### src/rtl/loader_pkg.sv
// Shared types and constants for the byte-stream program loader.
package loader_pkg;

    typedef enum logic [2:0] {
        ST_IDLE,
        ST_LEN0,
        ST_LEN1,
        ST_DATA,
        ST_CSUM,
        ST_DONE,
        ST_ERR
    } loader_state_t;

    localparam logic [7:0]  LOADER_MAGIC = 8'hA5;
    localparam int unsigned LEN_W        = 16;
    localparam int unsigned WORD_W       = 32;

    function automatic logic is_magic(input logic [7:0] b);
        return b == LOADER_MAGIC;
    endfunction

endpackage

### src/rtl/byte_packer.sv
// Packs bytes little-endian into 32-bit words; word_valid pulses the cycle after
// the fourth byte is accepted, holding the assembled word until the next one.
module byte_packer
    import loader_pkg::*;
(
    input  logic              clk,
    input  logic              rst_n,
    input  logic              clr,
    input  logic              byte_valid,
    input  logic [7:0]        byte_data,
    output logic              last_byte_c,
    output logic              word_valid,
    output logic [WORD_W-1:0] word_data
);

    logic [1:0]        idx_q, idx_d;
    logic [23:0]       acc_q, acc_d;
    logic [WORD_W-1:0] word_q, word_d;
    logic              word_valid_q, word_valid_d;

    // Byte lanes 0..2 accumulate; lane 3 completes the word.
    always_comb begin
        idx_d        = idx_q;
        acc_d        = acc_q;
        word_d       = word_q;
        word_valid_d = 1'b0;
        if (clr) begin
            idx_d = '0;
            acc_d = '0;
        end else if (byte_valid) begin
            case (idx_q)
                2'd0:    acc_d[7:0]   = byte_data;
                2'd1:    acc_d[15:8]  = byte_data;
                2'd2:    acc_d[23:16] = byte_data;
                default: begin
                    word_d       = {byte_data, acc_q};
                    word_valid_d = 1'b1;
                    acc_d        = '0;
                end
            endcase
            idx_d = idx_q + 2'd1;
        end
    end

    always_ff @(posedge clk or negedge rst_n) begin
        if (!rst_n) begin
            idx_q        <= '0;
            acc_q        <= '0;
            word_q       <= '0;
            word_valid_q <= 1'b0;
        end else begin
            idx_q        <= idx_d;
            acc_q        <= acc_d;
            word_q       <= word_d;
            word_valid_q <= word_valid_d;
        end
    end

    assign last_byte_c = (idx_q == 2'd3);
    assign word_valid  = word_valid_q;
    assign word_data   = word_q;

endmodule

### src/rtl/prog_loader.sv
// Framed program loader: MAGIC, LEN_LO, LEN_HI, 4*N data bytes [, CSUM] -> i_mem.
// Optional trailing XOR checksum byte enabled by defining LOADER_CHECKSUM_EN.
module prog_loader
    import loader_pkg::*;
#(
    parameter int unsigned IMEM_WORDS = 256,
    parameter int unsigned ADDR_W     = $clog2(IMEM_WORDS)
) (
    input  logic              clk,
    input  logic              rst_n,
    input  logic              in_valid,
    output logic              in_ready,
    input  logic [7:0]        in_data,
    output logic              imem_we,
    output logic [ADDR_W-1:0] imem_addr,
    output logic [WORD_W-1:0] imem_wdata,
    output logic              core_rst,
    output logic              load_done,
    output logic              load_err,
    output logic [LEN_W-1:0]  words_loaded
);

    loader_state_t     state_q, state_d;
    logic [LEN_W-1:0]  len_q, len_d;
    logic [LEN_W-1:0]  len_full;
    logic [ADDR_W-1:0] addr_q, addr_d;
    logic [LEN_W-1:0]  words_q, words_d;
    logic              core_rst_q, core_rst_d;
    logic              load_done_q, load_done_d;
    logic              load_err_q, load_err_d;
    logic              in_ready_q;
`ifdef LOADER_CHECKSUM_EN
    logic [7:0]        csum_q, csum_d;
`endif

    logic              pk_clr;
    logic              pk_byte_valid;
    logic              pk_last_c;
    logic              pk_word_valid;
    logic [WORD_W-1:0] pk_word;

    byte_packer u_packer (
        .clk         (clk),
        .rst_n       (rst_n),
        .clr         (pk_clr),
        .byte_valid  (pk_byte_valid),
        .byte_data   (in_data),
        .last_byte_c (pk_last_c),
        .word_valid  (pk_word_valid),
        .word_data   (pk_word)
    );

    always_comb begin
        state_d       = state_q;
        len_d         = len_q;
        len_full      = {in_data, len_q[7:0]};
        addr_d        = addr_q;
        words_d       = words_q;
        pk_clr        = 1'b0;
        pk_byte_valid = 1'b0;
`ifdef LOADER_CHECKSUM_EN
        csum_d        = csum_q;
`endif

        // Address advances after each write but saturates at the last word.
        if (pk_word_valid) begin
            words_d = words_q + LEN_W'(1);
            if (addr_q != ADDR_W'(IMEM_WORDS - 1)) begin
                addr_d = addr_q + ADDR_W'(1);
            end
        end

        case (state_q)
            ST_IDLE, ST_DONE, ST_ERR: begin
                if (in_valid && is_magic(in_data)) begin
                    state_d = ST_LEN0;
                    pk_clr  = 1'b1;
                    words_d = '0;
                    addr_d  = '0;
`ifdef LOADER_CHECKSUM_EN
                    csum_d  = '0;
`endif
                end
            end
            ST_LEN0: begin
                if (in_valid) begin
                    len_d[7:0] = in_data;
                    state_d    = ST_LEN1;
                end
            end
            ST_LEN1: begin
                if (in_valid) begin
                    len_d = len_full;
                    if (len_full == '0 || 32'(len_full) > IMEM_WORDS) begin
                        state_d = ST_ERR;
                    end else begin
                        state_d = ST_DATA;
                    end
                end
            end
            ST_DATA: begin
                if (in_valid) begin
                    pk_byte_valid = 1'b1;
`ifdef LOADER_CHECKSUM_EN
                    csum_d = csum_q ^ in_data;
`endif
                    // words_q already counts every earlier word by the time the next 4th byte lands.
                    if (pk_last_c && (words_q + LEN_W'(1) == len_q)) begin
`ifdef LOADER_CHECKSUM_EN
                        state_d = ST_CSUM;
`else
                        state_d = ST_DONE;
`endif
                    end
                end
            end
`ifdef LOADER_CHECKSUM_EN
            ST_CSUM: begin
                if (in_valid) begin
                    state_d = (in_data == csum_q) ? ST_DONE : ST_ERR;
                end
            end
`endif
            default: state_d = ST_IDLE;
        endcase

        // Status levels follow a settled DONE/ERR state, so the core is released one
        // cycle after DONE is entered and the final write has already gone out.
        core_rst_d  = !(state_q == ST_DONE && state_d == ST_DONE);
        load_done_d =  (state_q == ST_DONE && state_d == ST_DONE);
        load_err_d  =  (state_q == ST_ERR  && state_d == ST_ERR);
    end

    always_ff @(posedge clk or negedge rst_n) begin
        if (!rst_n) begin
            state_q     <= ST_IDLE;
            len_q       <= '0;
            addr_q      <= '0;
            words_q     <= '0;
            core_rst_q  <= 1'b1;
            load_done_q <= 1'b0;
            load_err_q  <= 1'b0;
            in_ready_q  <= 1'b1;
`ifdef LOADER_CHECKSUM_EN
            csum_q      <= '0;
`endif
        end else begin
            state_q     <= state_d;
            len_q       <= len_d;
            addr_q      <= addr_d;
            words_q     <= words_d;
            core_rst_q  <= core_rst_d;
            load_done_q <= load_done_d;
            load_err_q  <= load_err_d;
            in_ready_q  <= 1'b1;
`ifdef LOADER_CHECKSUM_EN
            csum_q      <= csum_d;
`endif
        end
    end

    assign in_ready     = in_ready_q;
    assign imem_we      = pk_word_valid;
    assign imem_addr    = addr_q;
    assign imem_wdata   = pk_word;
    assign core_rst     = core_rst_q;
    assign load_done    = load_done_q;
    assign load_err     = load_err_q;
    assign words_loaded = words_q;

endmodule

### config.mk
export PLATFORM = sky130hd
export DESIGN_NAME = prog_loader
export DESIGN_NICKNAME = d
export VERILOG_FILES = /design/src/rtl/loader_pkg.sv /design/src/rtl/byte_packer.sv /design/src/rtl/prog_loader.sv
export SDC_FILE = /design/constraint.sdc
export NUM_CORES = 1
export LEC_CHECK = 0
export CORE_UTILIZATION = 40
export DETAILED_ROUTE_END_ITERATION = 8
export SYNTH_ARGS = -nofsm -noshare
export SYNTH_HDL_FRONTEND = slang
export SYNTH_SLANG_ARGS = --single-unit
### constraint.sdc
create_clock -name clk -period 2.59 [get_ports clk]
set_clock_uncertainty 0.1 [all_clocks]
set_input_delay 0.3885 -clock clk [delete_from_list [all_inputs] [get_ports clk]]
set_output_delay 0.3885 -clock clk [all_outputs]
set_load 0.1 [all_outputs]
After elaboration in Yosys (flattened, before gate mapping)

Index checks and enable logic that the tools add are counted.

$add $sub $neg: 3
Order comparisons: 1
Equal/unequal tests: 16
Muxes and demuxes: 30
Bitwise operators: 3
Reduce and logical (&&, ||, !) cells: 21

Operators with widths:

| operator                                                                         | count |
|---|---|
| 8-bit one-hot mux with 2 select lines                                            | 4 |
| 16-bit 2-to-1 mux                                                                | 3 |
| 24-bit 2-to-1 mux                                                                | 2 |
| 8-bit 2-to-1 mux                                                                 | 5 |
| 3-bit 2-to-1 mux                                                                 | 6 |
| 16-bit by 1-bit adder with 16-bit output, second input constant                  | 1 |
| 16-bit equality test                                                             | 1 |
| 16-bit by 9-bit greater-than comparator with 1-bit output, second input constant | 1 |
| 16-bit zero test                                                                 | 1 |
| 3-bit equality test, second input constant                                       | 4 |
| 3-bit one-hot mux with 4 select lines                                            | 1 |
| 8-bit by 1-bit adder with 8-bit output, second input constant                    | 1 |
| 8-bit equality test, second input constant                                       | 1 |
| 8-bit != test, second input constant                                             | 1 |
| 2-bit AND reduction                                                              | 4 |
| 1-bit 2-to-1 mux                                                                 | 7 |
| 3-bit by 2-bit equality test with 1-bit output, second input constant            | 2 |
| 2-bit by 1-bit != test with 1-bit output, second input constant                  | 3 |
| 3-bit AND reduction                                                              | 2 |
| 2-bit OR reduction                                                               | 3 |
| 3-bit OR reduction                                                               | 2 |
| 2-bit equality test, second input constant                                       | 2 |
| 1-bit logical AND                                                                | 4 |
| 2-bit 2-to-1 mux                                                                 | 2 |
| 9 further kinds                                                                  | 11 |

Register bits after elaboration: 105
Bits of input ports: 11
Output and inout bits: 61
Word-level logic and storage cells: 88

Depth between registers and ports, before layout

Gate-level depths: netlist of the first run.

Depth after elaboration: 9
Gate-level depth with buffers: 8
Gate-level depth less buffers: 7

Cells and area by module

From an unflattened synthesis of the first run, not the netlist that was laid out.

Cells, all modules: 438
Area, all modules: 5076.1 µm²

By module, submodules not included:

| module      | instances | cells each | area an instance (µm²) | seq. area each (µm²) |
|---|---|---|---|---|
| prog_loader | 1         | 259        | 2613.8                 | 1152.4 |
| byte_packer | 1         | 179        | 2462.4                 | 1476.4 |

Worst setup path before layout of the first run

OpenSTA, ideal clock, no wires.

Kind: reg-to-reg
From: register words_q[10] (netlist: words_loaded[10])
To: register state_q[1]
Setup time: 0.146 ns
Data arrival time: 2.575 ns
Data required time: 2.344 ns
Slack: -0.231 ns
Cell stages (with the launch flop): 8
Buffers on the path: 1
Period minus slack after synthesis: 2.821 ns
Cell sequence: dfrtp_1 clkbuf_2 nand4_2 o41a_1 or4_1 o311ai_1 and3_1 a41oi_1

Word-level cells in the longest chain between the ends: 6

RTL lines:

| element                                  | RTL line           | text |
|---|---|---|
| from (decl)                              | prog_loader.sv:27  | `logic [LEN_W-1:0] words_q, words_d;` |
| from (signal assigned)                   | prog_loader.sv:151 | `words_q <= words_d;` |
| 16-bit by 1-bit adder with 16-bit output | prog_loader.sv:108 | `if (pk_last_c && (words_q + LEN_W'(1) == len_q)) begin` |
| 16-bit equality test                     | prog_loader.sv:108 |  |
| 1-bit logical AND                        | prog_loader.sv:108 |  |
| 3-bit 2-to-1 mux                         | prog_loader.sv:108 |  |
| 3-bit 2-to-1 mux                         | prog_loader.sv:102 | `if (in_valid) begin` |
| 3-bit one-hot mux with 4 select lines    | prog_loader.sv:73  | `case (state_q)` |
| net state_d[1]                           | prog_loader.sv:23  | `loader_state_t state_q, state_d;` |
| to (signal assigned)                     | prog_loader.sv:148 | `state_q <= state_d;` |
| to (decl)                                | prog_loader.sv:23  |  |

The timed path passes the listed nets, and every way through them passes these cells.
A chain may end at the register's enable or synchronous reset.

Final worst setup path of the first run

From: register words_q[0] (netlist: words_loaded[0])
To: register state_q[1]

The elaborated chain is that of the path after synthesis.

==> results of run 1 <==
flip-flops by register name, summed over array words and instances (netlist names), 2 cells and up:
signal,flops
u_packer.word_data,32
len_q,16
u_packer.idx_q,2
imem_addr,8
state_q,3
words_loaded,16
u_packer.acc_q,24
cells in the mapped netlist (2+ instances only):
| library cell | instances | share of area [%] |
|---|---|---|
| buf_2 | 4 | 0.40 |
| buf_6 | 3 | 0.67 |
| and3_1 | 3 | 0.37 |
| nand4_1 | 11 | 1.4 |
| ha_1 | 7 | 1.7 |
| mux2i_1 | 4 | 0.80 |
| nand2_1 | 128 | 9.6 |
| a21oi_1 | 24 | 2.4 |
| inv_1 | 11 | 0.82 |
| o211ai_1 | 5 | 0.75 |
| nand3_1 | 29 | 2.9 |
| nor4_1 | 8 | 1.0 |
| nor2_1 | 41 | 3.1 |
| dfrtp_1 | 104 | 52 |
| clkbuf_1 | 15 | 1.1 |
| nand2b_1 | 5 | 0.62 |
| xor2_1 | 14 | 2.4 |
| nand3b_1 | 2 | 0.30 |
| or3_1 | 2 | 0.25 |
| nor3b_1 | 2 | 0.30 |
| o21ai_0 | 11 | 1.1 |
| nor2b_1 | 3 | 0.37 |
| mux2_2 | 17 | 3.8 |
| buf_4 | 2 | 0.30 |
| a21o_1 | 2 | 0.30 |
| a211oi_1 | 2 | 0.30 |
| nor3_1 | 12 | 1.2 |
| xnor2_1 | 28 | 4.9 |
worst reg2reg max path, cell delays in order (launching register included):
cell and delay [ps]:
dfrtp_2 450, nand3_2 220, o41a_1 380, or4_1 500, o311ai_1 110, and3_1 260
a41oi_1 140
area by class of cell:
cell class                      instances  area (sq um)  area share (%)
Tap cell                              168           210            3.39
Multi-Input combinational cell        383          2210            35.7
Sequential cell                       105          2640            42.7
Clock inverter                          1          7.51           0.121
Timing Repair Buffer                   97           791            12.8
Inverter                               12          45.0           0.727
Clock buffer                           15           288            4.65
cell families (layout without fill, tap and decap cells):
kind of cell	Yosys count	in the layout	share of synthesized area [%]
AO/OA/AOI/OAI	56	56	6.94
flip-flops	105	105	52.5
buffers and inverters	37	125	3.50
adder cells (fa/ha/maj)	7	7	1.75
AND/OR/NAND/NOR	256	256	23.3
other	1	1	0.0749
multiplexers	21	21	4.62
XOR/XNOR	42	42	7.34
path summary, 6_finish.rpt:
kind | startpoint | endpoint | slack, ps | cells after the start
worst max-delay path | words_loaded[0]$_DFF_PN0_ | state_q[1]$_DFF_PN0_ | 280 | 6
worst max register to register | words_loaded[0]$_DFF_PN0_ | state_q[1]$_DFF_PN0_ | 280 | 6
min in group asynchronous | rst_n | u_packer.word_data[19]$_DFFE_PN0P_ | 420 | 2
worst min register to register | u_packer.acc_q[21]$_DFFE_PN0P_ | u_packer.word_data[21]$_DFFE_PN0P_ | 370 | 2
max in group asynchronous | rst_n | words_loaded[8]$_DFF_PN0_ | 1180 | 3
worst min-delay path | u_packer.acc_q[21]$_DFFE_PN0P_ | u_packer.word_data[21]$_DFFE_PN0P_ | 370 | 2
power by group through the flow:
stage	combinational [W]	sequential, W	clock, W
detailed placement	0.00174	0.00213	0
global route	0.00188	0.00214	0.00145
floorplan	0.000954	0.00248	0
global placement	0.00172	0.00212	0
CTS	0.00176	0.00210	0.00137
finish	0.00174	0.00210	0.00134
stage by stage:
step / power, W / cells / area, sq um
floorplan: 0.00343 / 525 / 5020
global route: 0.00546 / 781 / 6190
CTS: 0.00523 / 781 / 6190
finish: 0.00518 / 781 / 6190
detailed placement: 0.00387 / 764 / 5890
global placement: 0.00384 / 764 / 5890
what timing repair did:
item	in CTS	in global routing
hold buffers	1	0
endpoints found under the setup margin	0	0
endpoints found under the hold margin	30	0
buffers inserted	0	0
metal layers:
layer,GRT usage (%),vias up
li1,-,1934
met1,27.4,1913
met2,32.2,100
met3,3.40,24
met4,7.10,0
met5,0,-
==> qor.csv, run 1 <==
metric,value,unit
Synth Register Bits,105,
Tcrit/Tclk final,89.2,%
critical path type,flop to flop,
Setup-failing EPs final,0,
port buffer count,70,
Iter 0 DRT Violations,206,
n_diodes,0,
synthesized instance count,525,
Congestion Overflow GR,0,
Post-synth top flop,dfrtp_1,
chip height,114,um
# rows,40,
Critical Path RT,2690,ps
Hold Crit Class,flop to flop,
Die X-Extent,114,um
CTS tree,done,
fmax,433,MHz
Net Sw Frac,37.0,%
Max-slew headroom,50.2,%
vias in the first global route,3805,
sw power,0.00191,W
Post-synth EDFFs,0,
Layout Area Growth over Synthesis,23.6,%
Final min period,2310,ps
PwrDens,836,mW/mm^2
CP startpoint kind,flop,
Critical Path AT,2410,ps
Clock Path Buffers,2,
Worst-path clk slew,70,ps
final core occ,51.1,%
Pins Over Slew Limit,0,
H-Tree Depth,3,
GRT Resource Usage Total,20.0,%
drt wl/cell,15.4,um
Pint,0.00326,W
worst vdd ir,443,uV
"commonest non-fill, non-tap cell in the layout",nand2_1,
Post-Route WL,12100,um
Top Family by Delay on Critical Path,simple AND/OR/NAND/NOR gates,
Top Ports,72,
highest routed layer,met4,
Final #Nets,626,
Logic pwr share,33.6,%
antenna violations before repair,0,
status,finished clean,
CTS root buf,clkbuf_16,
DP Worst Slack,65.7,ps
Post-DRT Antenna Nets,0,
synth unique cells,54,
worst-margin pin slew,748,ps
share of power burned in registers,40.5,%
PostCTS Resize Cnt,0,
Static Leakage,2.91,nW
CTS Buf Count,9,
routability congestion estimate,0.834,
layout cell share with drive strength beyond 1,22.7,%
CP Capture Type,flop,
Clock Power Share,25.9,%
Syn Area/Cell,9.54,sq um
synth warn,0,
"Max FO, Critical Path",8,
DRC viols,0,
"Cell Chain, Critical Path",nand3_2 -> o41a_1 -> or4_1 -> o311ai_1 -> and3_1 -> a41oi_1,
MaxCap Viol Count,0,
Die ar.,0.0130,sq mm
hold slack final,369,ps
pin count of the biggest net entering global routing,44,
met2 wire len,5720,um
Setup WS post-layout,279,ps
DR WL met3,513,um
Post-DP HPWL,8500,um
wire length on met1,5570,um
Worst Path Buf+Inv,0,
fill cell count,1163,
hold violation total from the final report,0,
"FFs w/ async S/R, synth",100,%
part of the Yosys area used for sequential elements,52.5,%
first drt pass iteration count,4,
RSZ-0062 raised after global routing,no,
Sink Count,105,
setup TNS,0,ps
first-pass GRT wire length,19900,um
vias per inst,5.08,
routed via count,3971,
area of the core,0.0121,sq mm
slowest CP cell,or4_1,
"slowest stage delay, CP",500,ps
"commonest non-fill, non-tap cells in the layout","nand2_1, dfrtp_1, buf_4",
initial core utilization,41.4,%
Netlist Area Pre-Place,0.00501,sq mm
Skew-Pair Late Insertion Delay,350,ps
syn nets,543,
Note: power is estimated with default switching activity, not from simulation.
==> run 2, diff against run 1 <==
==> constraint.sdc (replaced) <==
create_clock -name clk -period 2.5 [get_ports clk]
set_clock_uncertainty 0.1 [all_clocks]
set_input_delay 0.375 -clock clk [delete_from_list [all_inputs] [get_ports clk]]
set_output_delay 0.375 -clock clk [all_outputs]
set_load 0.1 [all_outputs]
==> run 2 against run 1 <==
Effect of this change: fmax increased by 1.2%; critical path depth stayed put; highest routed layer unchanged; first-iteration DRC count up 18%; die area stayed put; largest cell class unchanged; final area grew 1.1%; count of clock-buffer cells in the layout down 4.
==> qor.csv, run 2 (synthesis gave the netlist of run 1 again) <==
metric,value,unit,change
n_diodes,0,,unchanged
"commonest non-fill, non-tap cells in the layout","nand2_1, dfrtp_1, buf_4",,unchanged
chip height,114,um,unchanged
Static Leakage,2.97,nW,was 2.91 nW
CP startpoint kind,flop,,unchanged
MaxCap Viol Count,0,,unchanged
# rows,40,,unchanged
Iter 0 DRT Violations,243,,was 206
CTS tree,done,,unchanged
Setup-failing EPs final,0,,unchanged
CTS Buf Count,9,,unchanged
slowest CP cell,or4_1,,unchanged
Hold Crit Class,flop to flop,,unchanged
worst-margin pin slew,756,ps,was 748 ps
PwrDens,881,mW/mm^2,was 836 mW/mm^2
Critical Path RT,2610,ps,was 2690 ps
Post-DP Area,0.00594,sq mm,was 0.00589 sq mm
Final min period,2280,ps,was 2310 ps
Die X-Extent,114,um,unchanged
Worst Path Buf+Inv,0,,unchanged
routability congestion estimate,0.863,,was 0.834
"slowest stage delay, CP",510,ps,was 500 ps
Setup WS post-layout,216,ps,was 279 ps
fill cell count,1157,,"was 1,163"
vias in the first global route,3960,,"was 3,805"
first-pass GRT wire length,20400,um,"was 19,900 um"
Post-CTS Setup Bufs,0,,unchanged
Post-Route WL,12300,um,"was 12,100 um"
first drt pass iteration count,5,,was 4
final core occ,51.7,%,was 51.1%
CP Capture Type,flop,,unchanged
DRC viols,0,,unchanged
Sink Count,105,,unchanged
max reg flops,32,,unchanged
Layout Cells excl Fill,789,,was 781
RSZ-0062 raised after global routing,no,,unchanged
Skew-Pair Late Insertion Delay,350,ps,about the same
pin count of the biggest net entering global routing,49,,was 44
final instance area,0.00626,sq mm,was 0.00619 sq mm
Layout Area Growth over Synthesis,25.0,%,was 23.6%
CTS root buf,clkbuf_16,,unchanged
setup TNS,0,ps,unchanged
Die ar.,0.0130,sq mm,unchanged
Top Ports,72,,unchanged
Final #Nets,634,,was 626
layout cell share with drive strength beyond 1,24.0,%,was 22.7%
hold violation total from the final report,0,,unchanged
initial core utilization,41.4,%,unchanged
port buffer count,70,,unchanged
DP Cell Count,772,,was 764
drt wl/cell,15.6,um,was 15.4 um
worst vdd ir,475,uV,was 443 uV
vias per inst,5.05,,was 5.08
Worst-path clk slew,70,ps,about the same
routed via count,3982,,"was 3,971"
Clock Path Buffers,2,,unchanged
Top Family by Delay on Critical Path,simple AND/OR/NAND/NOR gates,,unchanged
H-Tree Depth,3,,unchanged
Tcrit/Tclk final,91.4,%,was 89.2%
Post-DP HPWL,8770,um,was 8500 um
area of the core,0.0121,sq mm,unchanged
GRT Resource Usage Total,20.5,%,was 20.0%
"Max FO, Critical Path",7,,was 8
Congestion Overflow GR,0,,unchanged
antenna violations before repair,0,,unchanged
"Cell Chain, Critical Path",nand4_2 -> o41a_1 -> or4_1 -> o311ai_1 -> and3_1 -> a41oi_1,,was nand3_2 -> o41a_1 -> or4_1 -> o311ai_1 -> and3_1 -> a41oi_1
fmax,438,MHz,was 433 MHz
Max-slew headroom,49.6,%,was 50.2%
"commonest non-fill, non-tap cell in the layout",nand2_1,,unchanged
status,finished clean,,unchanged
Pins Over Slew Limit,0,,unchanged
Post-DRT Antenna Nets,0,,unchanged
DP Worst Slack,73.0,ps,was 65.7 ps
Critical Path AT,2400,ps,was 2410 ps
critical path type,flop to flop,,unchanged
==> run 2: what timing repair did <==
item / CTS / global route
endpoints found under the hold margin: 46 / 0
hold buffers: 1 / 0
setup endpoints to repair: 0 / 0
resized for setup: 0 / 0
==> run 2: area by class of cell <==
type	count	area, sq um	area share, %
Multi-Input combinational cell	383	2210	35.3
Clock inverter	5	61.3	0.979
Sequential cell	105	2650	42.2
Timing Repair Buffer	105	838	13.4
Inverter	12	45.0	0.719
Tap cell	168	210	3.36
Clock buffer	11	253	4.04
==> run 2: tightest hold or removal path: cells and delay by family, from the launching register on <==
family           cells  cell delay [ps]
flip-flops           1              340
AND/OR/NAND/NOR      2              100
==> run 2: routing by layer <==
metal | vias up | share of wire (%) | track usage [%]
li1 | 1952 | - | -
met1 | 1920 | 45 | 27.1
met2 | 91 | 50 | 34.6
met3 | 19 | 3.2 | 2.34
met4 | 0 | 2.1 | 8.14
met5 | - | 0 | 0
==> run 2: per-stage QoR <==
stage	total power [W]	hold WS, ps
2_1_floorplan	0.00356	-20.6
5_1_grt	0.00580	398
4_1_cts	0.00557	375
6_report	0.00551	370
3_3_place_gp	0.00402	331
3_5_place_dp	0.00406	340
==> run 2: path summary, 6_finish.rpt <==
check | start | to | slack [ps] | cells after the start
min | u_packer.acc_q[14]$_DFFE_PN0P_ | u_packer.word_data[14]$_DFFE_PN0P_ | 370 | 2
max | words_loaded[9]$_DFF_PN0_ | state_q[1]$_DFF_PN0_ | 220 | 6
min in group asynchronous | rst_n | u_packer.acc_q[16]$_DFFE_PN0P_ | 490 | 2
max in group asynchronous | rst_n | words_loaded[0]$_DFF_PN0_ | 1100 | 3
min reg2reg | u_packer.acc_q[14]$_DFFE_PN0P_ | u_packer.word_data[14]$_DFFE_PN0P_ | 370 | 2
max reg2reg | words_loaded[9]$_DFF_PN0_ | state_q[1]$_DFF_PN0_ | 220 | 6
==> run 2: power by group <==
part           internal [W]  switching, W
clock network      0.000839      0.000653
logic              0.000698       0.00115
registers           0.00192      0.000255
total               0.00346       0.00205
==> run 3, diff against run 2 <==
--- a/config.mk
+++ b/config.mk
@@ -7,6 +7,7 @@
 export LEC_CHECK = 0
 export CORE_UTILIZATION = 40
 export DETAILED_ROUTE_END_ITERATION = 8
+export MAX_ROUTING_LAYER = met4
 export SYNTH_ARGS = -nofsm -noshare
 export SYNTH_HDL_FRONTEND = slang
 export SYNTH_SLANG_ARGS = --single-unit
==> run 3 against run 2 <==
Effect of this change: die area did not move; via count down 0.75%; worst setup slack better by 5.5 ps; register-to-register slack about the same; flip-flop and latch count is the same; final area unchanged; worst hold slack about the same; sequential share of layout area did not move; core utilization did not move; clock power barely moved; sequential power hardly changed; fmax increased by 0.24%; critical endpoint is now u_packer.acc_q[3]$_DFFE_PN0P_.
==> qor.csv, run 3 (synthesis gave the netlist of run 1 again) <==
metric,value,unit,change
"slowest stage delay, CP",610,ps,was 510 ps
GRT Resource Usage Total,21.2,%,was 20.5%
"commonest non-fill, non-tap cell in the layout",nand2_1,,unchanged
port buffer count,70,,unchanged
Max-slew headroom,49.1,%,was 49.6%
CTS tree,done,,unchanged
Critical Path RT,2670,ps,was 2610 ps
worst-margin pin slew,764,ps,was 756 ps
FF-to-FF End,u_packer.acc_q[3]$_DFFE_PN0P_,,was state_q[1]$_DFF_PN0_
slowest CP cell,a21oi_1,,was or4_1
Die ar.,0.0130,sq mm,unchanged
antenna violations before repair,0,,unchanged
Worst Path Buf+Inv,1,,was 0
Layout Area Growth over Synthesis,25.0,%,unchanged
Setup WS post-layout,221,ps,was 216 ps
Tcrit/Tclk final,91.1,%,was 91.4%
first drt pass iteration count,4,,was 5
Top Ports,72,,unchanged
hold violation total from the final report,0,,unchanged
first-pass GRT wire length,20400,um,about the same
Post-DP Area,0.00594,sq mm,unchanged
CP Capture Type,flop,,unchanged
critical path type,flop to flop,,unchanged
Clock Path Buffers,2,,unchanged
routed via count,3952,,"was 3,982"
DRC viols,0,,unchanged
share of power burned in registers,39.5,%,about the same
Skew-Pair Late Insertion Delay,350,ps,about the same
GR met3 Demand/Resource,2.50,%,was 2.34%
H-Tree Depth,3,,unchanged
drt wl/cell,15.5,um,was 15.6 um
vias per inst,5.01,,was 5.05
"Max FO, Critical Path",7,,unchanged
Net Sw Frac,37.2,%,was 37.3%
Static Leakage,2.97,nW,unchanged
crit path from,state_q[2]$_DFF_PN0_,,was words_loaded[9]$_DFF_PN0_
Register-to-Register Path Depth,7,,was 6
Post-DRT Antenna Nets,0,,unchanged
RR Startpoint,state_q[2]$_DFF_PN0_,,was words_loaded[9]$_DFF_PN0_
Sink Count,105,,unchanged
Setup-failing EPs final,0,,unchanged
# rows,40,,unchanged
HP Start,u_packer.acc_q[14]$_DFFE_PN0P_,,unchanged
GR Util met1,27.1,%,unchanged
Pins Over Slew Limit,0,,unchanged
Post-Route WL,12200,um,"was 12,300 um"
crit path to,u_packer.acc_q[3]$_DFFE_PN0P_,,was state_q[1]$_DFF_PN0_
Clock Power Share,27.1,%,about the same
Logic pwr share,33.5,%,was 33.4%
layout cell share with drive strength beyond 1,24.0,%,unchanged
Top Family by Delay on Critical Path,simple AND/OR/NAND/NOR gates,,unchanged
setup TNS,0,ps,unchanged
hold slack final,370,ps,about the same
routability congestion estimate,0.877,,was 0.863
"Cell Chain, Critical Path",nand2b_1 -> nor3b_1 -> a21oi_1 -> nor2_2 -> buf_4 -> nor2_1 -> mux2i_1,,was nand4_2 -> o41a_1 -> or4_1 -> o311ai_1 -> and3_1 -> a41oi_1
Worst-path clk slew,70,ps,about the same
PwrDens,880,mW/mm^2,was 881 mW/mm^2
Final #Nets,634,,unchanged
n_diodes,0,,unchanged
vias in the first global route,3950,,"was 3,960"
initial core utilization,41.4,%,unchanged
chip height,114,um,unchanged
CP startpoint kind,flop,,unchanged
CTS root buf,clkbuf_16,,unchanged
grt peak-use layer,met2,,unchanged
DP Worst Slack,73.0,ps,unchanged
fmax,439,MHz,was 438 MHz
worst reg2reg setup slack,220,ps,about the same
Hold Crit Class,flop to flop,,unchanged
worst vdd ir,475,uV,about the same
pin count of the biggest net entering global routing,49,,unchanged
max reg flops,32,,unchanged
sw power,0.00205,W,about the same
met2 capacity usage during global routing,34.7,%,was 34.6%
Pint,0.00346,W,about the same
CTS Buf Count,9,,unchanged
final instance area,0.00626,sq mm,unchanged
MaxCap Viol Count,0,,unchanged
Congestion Overflow GR,0,,unchanged
"commonest non-fill, non-tap cells in the layout","nand2_1, dfrtp_1, buf_4",,unchanged
status,finished clean,,unchanged
Post-DP HPWL,8770,um,unchanged
Critical Path AT,2450,ps,was 2400 ps
CP Depth,7,,was 6
Die X-Extent,114,um,unchanged
Final min period,2280,ps,about the same
RSZ-0062 raised after global routing,no,,unchanged
Iter 0 DRT Violations,267,,was 243
area of the core,0.0121,sq mm,unchanged
[run 3: power groups by stage]
stage	combinational, W	sequential [W]	clock [W]
finish	0.00184	0.00217	0.00149
global route	0.00199	0.00222	0.00160
CTS	0.00186	0.00218	0.00153
detailed placement	0.00185	0.00220	0
global placement	0.00183	0.00219	0
floorplan	0.000988	0.00257	0
[run 3: worst reg2reg max path, cell delays in order, from the launching register on]
cell and delay, ps:
dfrtp_1 450, nand2b_1 180, nor3b_1 160, a21oi_1 610, nor2_2 70, buf_4 190, nor2_1 220, mux2i_1 230
[run 3: area by class of cell]
class | instances | area (sq um)
repair buffers | 105 | 838
fillers | 1157 | 5850
multi-input cells | 383 | 2210
well taps | 168 | 210
clock inverters | 5 | 61.3
flip-flops and latches | 105 | 2650
inverters | 12 | 45.0
clock buffers | 11 | 253
[run 3: timing repair]
action | CTS | global route
hold buffers | 1 | 0
hold endpoints to repair | 46 | 0
buffers inserted | 0 | 0
gates resized for setup | 0 | 0
[run 3: through the flow]
stage	instances	util (%)	power, W
2_1_floorplan	525	-	0.00356
3_3_place_gp	772	49.0	0.00402
3_5_place_dp	772	49.0	0.00406
4_1_cts	789	51.7	0.00557
5_1_grt	789	51.7	0.00581
6_report	789	51.7	0.00551
[run 3: how the worst min path moves through the flow]
stage | slack [ps] | depth (start not counted) | end
after floorplan | -20 | 0 | imem_addr[0]$_DFF_PN0_
after global placement | 330 | 1 | u_packer.word_data[16]$_DFFE_PN0P_
after detailed placement | 340 | 1 | u_packer.word_data[16]$_DFFE_PN0P_
after CTS | 380 | 2 | u_packer.word_data[14]$_DFFE_PN0P_
after global routing | 400 | 2 | u_packer.word_data[2]$_DFFE_PN0P_
final | 370 | 2 | u_packer.word_data[14]$_DFFE_PN0P_
[run 3: routing by layer]
metal | vias up | share of wire, %
li1 | 1950 | -
met1 | 1906 | 45
met2 | 77 | 49
met3 | 19 | 3.1
met4 | 0 | 2.0
met5 | - | 0
